File: config.mk
export PLATFORM = sky130hd
export DESIGN_NAME = rca_32_serial_feeder
export DESIGN_NICKNAME = d
export VERILOG_FILES = /design/src/rtl/rca_32_serial_feeder.sv
export SDC_FILE = /design/constraint.sdc
export NUM_CORES = 1
export LEC_CHECK = 0
export BUFFER_PORTS_ARGS = -buffer_cell sky130_fd_sc_hd__buf_2
export CAP_MARGIN = 20
export CORE_ASPECT_RATIO = 0.75
export CORE_MARGIN = 2
export CORE_UTILIZATION = 40
export CTS_BUF_LIST = sky130_fd_sc_hd__clkbuf_16
export CTS_CLUSTER_SIZE = 16
export DETAILED_ROUTE_END_ITERATION = 16
export PLACE_DENSITY = 0.65
export SLEW_MARGIN = 25
export SYNTH_ARGS = -nofsm -noshare
export SYNTH_HDL_FRONTEND = slang
export SYNTH_SLANG_ARGS = --single-unit
File: constraint.sdc
create_clock -name clk -period 5.91 [get_ports clk]
set_input_delay 0.591 -clock clk [delete_from_list [all_inputs] [get_ports clk]]
set_output_delay 0.591 -clock clk [all_outputs]
set_load 0.02 [all_outputs]
File: src/rtl/rca_32_serial_feeder.sv
// Serial byte feeder for a 32-bit ripple-carry adder: assembles A, B and cin from a
// byte stream, waits a settle window, then captures and presents the adder result.
module rca_32_serial_feeder #(
    parameter int unsigned SETTLE_CYCLES = 2
) (
    input  logic        clk,
    input  logic        rst,
    input  logic [7:0]  in_data,
    input  logic        in_valid,
    output logic        in_ready,
    output logic [64:0] add_x,
    input  logic [32:0] add_y,
    output logic [31:0] out_sum,
    output logic        out_cout,
    output logic        out_valid,
    input  logic        out_ready,
    output logic [15:0] op_count
);

    localparam int unsigned CNT_W = 4;

    typedef enum logic [1:0] {
        LOAD   = 2'd0,
        SETTLE = 2'd1,
        OUT    = 2'd2
    } state_t;

    state_t           state;
    logic [3:0]       byte_idx;
    logic [CNT_W-1:0] settle_cnt;
    logic [31:0]      op_a;
    logic [31:0]      op_b;
    logic             cin;

    // Interleave operand registers into the adder's bit-serial operand vector
    always_comb begin
        add_x    = '0;
        add_x[0] = cin;
        for (int i = 0; i < 32; i++) begin
            add_x[2*i+1] = op_a[i];
            add_x[2*i+2] = op_b[i];
        end
    end

    always_ff @(posedge clk) begin
        if (rst) begin
            state      <= LOAD;
            byte_idx   <= '0;
            settle_cnt <= '0;
            op_a       <= '0;
            op_b       <= '0;
            cin        <= 1'b0;
            in_ready   <= 1'b1;
            out_sum    <= '0;
            out_cout   <= 1'b0;
            out_valid  <= 1'b0;
            op_count   <= '0;
        end else begin
            case (state)
                LOAD: begin
                    if (in_valid && in_ready) begin
                        if (byte_idx < 4'd4) begin
                            op_a[{byte_idx[1:0], 3'b000} +: 8] <= in_data;
                            byte_idx <= byte_idx + 4'd1;
                        end else if (byte_idx < 4'd8) begin
                            op_b[{byte_idx[1:0], 3'b000} +: 8] <= in_data;
                            byte_idx <= byte_idx + 4'd1;
                        end else begin
                            cin        <= in_data[0];
                            byte_idx   <= '0;
                            settle_cnt <= CNT_W'(SETTLE_CYCLES);
                            in_ready   <= 1'b0;
                            state      <= SETTLE;
                        end
                    end
                end
                // Counter runs SETTLE_CYCLES down to zero, so the result is captured
                // SETTLE_CYCLES+1 edges after the final operand bit lands in add_x
                SETTLE: begin
                    if (settle_cnt == '0) begin
                        out_sum   <= add_y[31:0];
                        out_cout  <= add_y[32];
                        out_valid <= 1'b1;
                        state     <= OUT;
                    end else begin
                        settle_cnt <= settle_cnt - CNT_W'(1);
                    end
                end
                OUT: begin
                    if (out_valid && out_ready) begin
                        out_valid <= 1'b0;
                        op_count  <= op_count + 16'd1;
                        in_ready  <= 1'b1;
                        state     <= LOAD;
                    end
                end
                default: begin
                    state    <= LOAD;
                    in_ready <= 1'b1;
                end
            endcase
        end
    end

endmodule

Word level (Yosys, flattened, before mapping)
Cells that the tools add are included.
{ "classes": {"n_addsub": 4, "multipliers": 0, "div": 0, "magnitude_cmp": 2, "eq_ne": 8, "shifts": 2, "muxes": 23, "bitwise": 3, "reduce_logical": 16} }
{ "op_table": {"columns": ["operator", "count"], "rows": [
  ["bitwise mux 32 bit", 2],
  ["variable shift 8 x 7 -> 32 bit (first input constant)", 1],
  ["variable part select 8 x 7 -> 32 bit", 1],
  ["2-to-1 mux 4 bit", 6],
  ["adder 16 x 1 -> 16 bit (second input constant)", 1],
  ["AND reduction 5 bit", 3],
  ["!= test 2 bit (second input constant)", 6],
  ["2-to-1 mux 2 bit", 5],
  ["one-hot mux 4 bit (2 select lines)", 1],
  ["AND reduction 4 bit", 2],
  ["negator 5 -> 7 bit", 1],
  ["2-to-1 mux 1 bit", 6],
  ["one-hot mux 2 bit (3 select lines)", 1],
  ["AND reduction 2 bit", 3],
  ["AND reduction 3 bit", 2],
  ["adder 4 x 1 -> 4 bit (second input constant)", 1],
  ["zero test 4 bit", 1],
  ["less-than comparator 4 x 3 -> 1 bit (second input constant)", 1],
  ["less-than comparator 4 bit (second input constant)", 1],
  ["nonzero test 2 bit", 2],
  ["subtractor 4 x 1 -> 4 bit (second input constant)", 1],
  ["inverter 1 bit", 3],
  ["one-hot mux 1 bit (3 select lines)", 1],
  ["equality test 2 x 1 -> 1 bit (second input constant)", 1],
  ["4 further kinds", 5]
]} }
{ "totals": {"ff_bits": 126, "latchBits": 0, "ram_bits": 0, "rom_bits": 0, "in_bits": 45, "output_inout_bits": 116, "wordCells": 69, "n_memories": 0} }

Logic depth before layout (Yosys ltp)
{ "logic_depth": {"ltp_word": 5, "mapped_depth": 8} }

Least setup slack after synthesis
Ideal clock, no wire load.
{ "synth_path": {"kind": "register -> register", "startpoint": "register op_count[3]", "endpoint": "register op_count[15]", "setup_time_ns": 0.121, "t_arrival_ns": 1.795, "t_required_ns": 5.789, "slack_ns": 3.994, "path_stages_with_launch": 6, "n_path_buf": 1, "period_less_slack_ns": 1.916, "path_cell_list": "dfxtp_1 -> nand4_2 -> or3_1 -> buf_2 -> nor4_1 -> mux2_2"} }
{ "synth_via": {"elab_chain_len": 1} }
{ "synth_lines": {"columns": ["item", "line", "rtl"], "rows": [
  ["from (decl)", "17", "output logic [15:0] op_count"],
  ["from (signal assigned)", "92", "op_count <= op_count + 16'd1;"],
  ["adder 16 x 1 -> 16 bit", "92", null]
]} }
Every way passes these cells.
A chain may end at the register's enable or synchronous reset.

Final worst setup path
{ "layout_path": {"startpoint": "register byte_idx[0]", "endpoint": "register op_b[3]"} }
{ "layout_via": {"elab_chain_len": 3} }
{ "layout_lines": {"columns": ["item", "line", "rtl"], "rows": [
  ["from (decl)", "29", "logic [3:0] byte_idx;"],
  ["from (signal assigned)", "64", "byte_idx <= byte_idx + 4'd1;"],
  ["from (signal assigned)", "67", "byte_idx <= byte_idx + 4'd1;"],
  ["negator 5 -> 7 bit or less-than comparator 4 x 3 -> 1 bit (tied branches)", "66, 62", null],
  ["variable part select 8 x 7 -> 32 bit, or another cell as far along", "66", "op_b[{byte_idx[1:0], 3'b000} +: 8] <= in_data;"],
  ["bitwise mux 32 bit or AND reduction 4 bit (tied branches)", null, null],
  ["to (signal, indexed assignment)", "66", null],
  ["to (decl)", "32", "logic [31:0] op_b;"]
]} }
Parallel ways exist; a longest one is shown, timed or not.

==> impl_metrics.env <==
export IMPL_ys_ff_latch=126
export IMPL_cp_start_kind="flip-flop"
export IMPL_area_growth_pct=29.2
export IMPL_numCtsBuffers=17
export IMPL_crit_path_top_delay_cell="nor4bb_1"
export IMPL_ctsHtreeMaxLevel=4
export IMPL_clkTransAtPathRegs_ps=60
export IMPL_relSlewSlack_pct=32.9
export IMPL_critPathKind="flip-flop to flip-flop"
export IMPL_path_delay_family="simple AND/OR/NAND/NOR gates"
export IMPL_synthFlopType="dfxtp_1"
export IMPL_first_pass_iters=4
export IMPL_cts_root_buf="clkbuf_16"
export IMPL_crit_path_max_fanout=10
export IMPL_cts_sinks=126
export IMPL_async_flop_share_pct=0
export IMPL_drtIter0Drc=187
export IMPL_layout_drive_gt1_share_pct=28.4
export IMPL_timing_final_crit_share_pct=41.5
export IMPL_r2r_slack_ps=3460
export IMPL_layout_min_cycle_time_ps=2450
export IMPL_clockBufferDepth=2
export IMPL_fmax_mhz=408
export IMPL_grt_pass1_wl_mm=20.6
export IMPL_syn_area_um2=5120
export IMPL_yosys_warnings=0
export IMPL_cts_repair_resize_count=0
export IMPL_rows=35
export IMPL_wl_mm=12.9
export IMPL_drv_slew=0
export IMPL_wire_per_inst_um=14.5
export IMPL_layout_commonest_cell="buf_2"
export IMPL_reg2regPathDepth=6
export IMPL_syn_inst=566
export IMPL_grt_pass1_vias=4180
export IMPL_critical_path_max_stage_delay_ps=860
export IMPL_cp_cell_sequence="inv_1 > ha_1 > nor4bb_1 > and2_1 > mux2i_1 > nor2_1"
export IMPL_ios=161
export IMPL_min_from="add_y[27]"
export IMPL_setup_violations=0
export IMPL_die_area_um2=13700
export IMPL_synth_edf_count=0
export IMPL_clock_skew_ps=10.3
export IMPL_worstSkewPairLatency_ps=410
export IMPL_tns_ps=0
export IMPL_ant_nets=0
export IMPL_drc=0
export IMPL_gp_congestion=0.809
export IMPL_utilization_pct=53.4
export IMPL_coreArea_um2=12400
export IMPL_synth_cell_types=44
export IMPL_ys_seq_area_share_pct=49.2
export IMPL_cp_end_kind="flip-flop"
export IMPL_fin_ws_ps=3460
export IMPL_multi_input_area_um2=2460
export IMPL_fp_dieH_um=102
export IMPL_finalHoldViolCount=0
export IMPL_grt_total_usage_pct=18.9
export IMPL_hp_class="input port to flip-flop"
export IMPL_antenna_cells=0
export IMPL_status="finished clean"
export IMPL_syn_nets=621
export IMPL_maxCapViolations=0
export IMPL_rsz0062_at_grt="false"
export IMPL_cp_arrival_ps=2790
export IMPL_holdPathStages=3
export IMPL_place_ws_ps=3310
export IMPL_regArea_um2=2520
export IMPL_grt_start_max_net_pins=83
export IMPL_final_nets=771
export IMPL_nFillCells=1160
export IMPL_ctsHoldBuffers=0
export IMPL_overflow=0
export IMPL_vias_per_cell=4.89
export IMPL_postCtsSetupRepairBufs=0
export IMPL_most_common_layout_cells="159 x buf_2, 126 x dfxtp_1, 84 x nor2_1"
export IMPL_path_buf_inv=1
export IMPL_initial_core_util_pct=41.4
export IMPL_power_uw=1960
export IMPL_reg2reg_from="byte_idx[0]"
export IMPL_hpwlAfterDp_mm=9.06
export IMPL_worstHoldEndpoint="out_sum[27]"
export IMPL_numPortBuffers=160
export IMPL_p_leak_uw=0.00300
export IMPL_fp_dieW_um=135
export IMPL_antenna_found_initial=0
export IMPL_worstPathRequired_ps=6250
export IMPL_cts_tree="yes"
export IMPL_ir_drop_uv=194
export IMPL_avgSynthCellArea_um2=9.05
export IMPL_power_density_nw_per_um2=297
export IMPL_reg2reg_to="op_b[3]"
export IMPL_worst_pin_slew_ps=993
export IMPL_dr_total_vias=4377
==> area by class of cell <==
cell class | instances | area share [%]
clock buffer | 17 | 6.42
clock inverter | 15 | 2.23
inverter | 10 | 0.567
multi-input combinational | 399 | 37.2
sequential | 126 | 38.1
tap | 166 | 3.14
timing repair buffer | 162 | 12.4
==> through the flow <==
| stage | instance area (µm²) | hold slack, ps | std cells |
|---|---|---|---|
| after CTS | 6610 | 407 | 895 |
| after global placement | 6020 | 439 | 863 |
| after detailed placement | 6040 | 447 | 863 |
| after floorplan | 5120 | 462 | 566 |
| after global routing | 6620 | 413 | 895 |
| final | 6620 | 422 | 895 |
==> synthesized netlist by cell type, types with 2 or more instances <==
cell / instances / share of area, %
dfxtp_1: 126 / 49
nor4b_1: 2 / 0.34
xnor2_1: 6 / 1.0
nor3_4: 4 / 1.3
a31oi_1: 2 / 0.24
nor3_1: 7 / 0.68
o21ai_0: 6 / 0.59
or3_1: 4 / 0.49
and2_1: 32 / 3.9
nor4_1: 4 / 0.49
nand3_1: 10 / 0.98
clkbuf_1: 23 / 1.7
nor2_1: 84 / 6.2
nor3b_1: 2 / 0.29
nand4_1: 2 / 0.24
o31ai_1: 2 / 0.29
nand2_1: 82 / 6.0
mux2_2: 3 / 0.66
and3_1: 2 / 0.24
nor4bb_1: 3 / 0.59
buf_2: 6 / 0.59
ha_1: 10 / 2.4
mux2i_1: 65 / 13
xor2_1: 3 / 0.51
a21oi_1: 47 / 4.6
inv_1: 10 / 0.73
nor2b_1: 2 / 0.24
==> worst reg2reg max path: cells and delay by family, from the launching register on <==
| kind | cells | cell delay [ps] |
|---|---|---|
| fa+ha+maj | 1 | 390 |
| buf+inv | 1 | 160 |
| flops | 1 | 510 |
| mux | 1 | 90 |
| simple gates | 3 | 1240 |
==> routing by layer <==
layer / vias to the layer above / global-route usage, % / part of all wire [%]
met5: - / 0 / 0
met4: 0 / 8.18 / 1.8
met3: 22 / 4.46 / 4.2
met2: 90 / 29.6 / 47
met1: 2063 / 25.0 / 47
li1: 2202 / - / -
==> where the power goes <==
group / internal (µW) / switching (µW)
registers: 855 / 5.38
clock network: 618 / 388
logic: 37.1 / 60.6
==> logic make-up (layout without fill, tap and decap cells) <==
family,after synthesis,after routing,synth area share [%]
AO/OA/AOI/OAI,63,63,6.67
XOR/XNOR,9,9,1.54
flip-flops,126,126,49.2
buffers and inverters,41,204,3.22
AND/OR/NAND/NOR,249,249,23.6
multiplexers,68,68,13.4
adder cells (fa/ha/maj),10,10,2.44
==> state kept, by name, summed over array words and instances (netlist names) <==
signal      cells
op_a           32
out_cout        1
in_ready        1
out_sum        32
byte_idx        4
state           2
op_count       16
out_valid       1
settle_cnt      4
op_b           32
cin             1
==> worst max-delay path by stage <==
| stage | slack, ps | startpoint | end | cells past startpoint |
|---|---|---|---|---|
| after floorplan | 3990 | op_count[3] | op_count[15] | 5 |
| after global placement | 3430 | byte_idx[0] | op_b[18] | 6 |
| after detailed placement | 3310 | byte_idx[0] | op_b[14] | 6 |
| after CTS | 3290 | byte_idx[0] | op_b[14] | 6 |
| after global routing | 3180 | byte_idx[0] | op_b[1] | 6 |
| final | 3460 | byte_idx[0] | op_b[3] | 6 |
(Power assumes the default switching activity.)
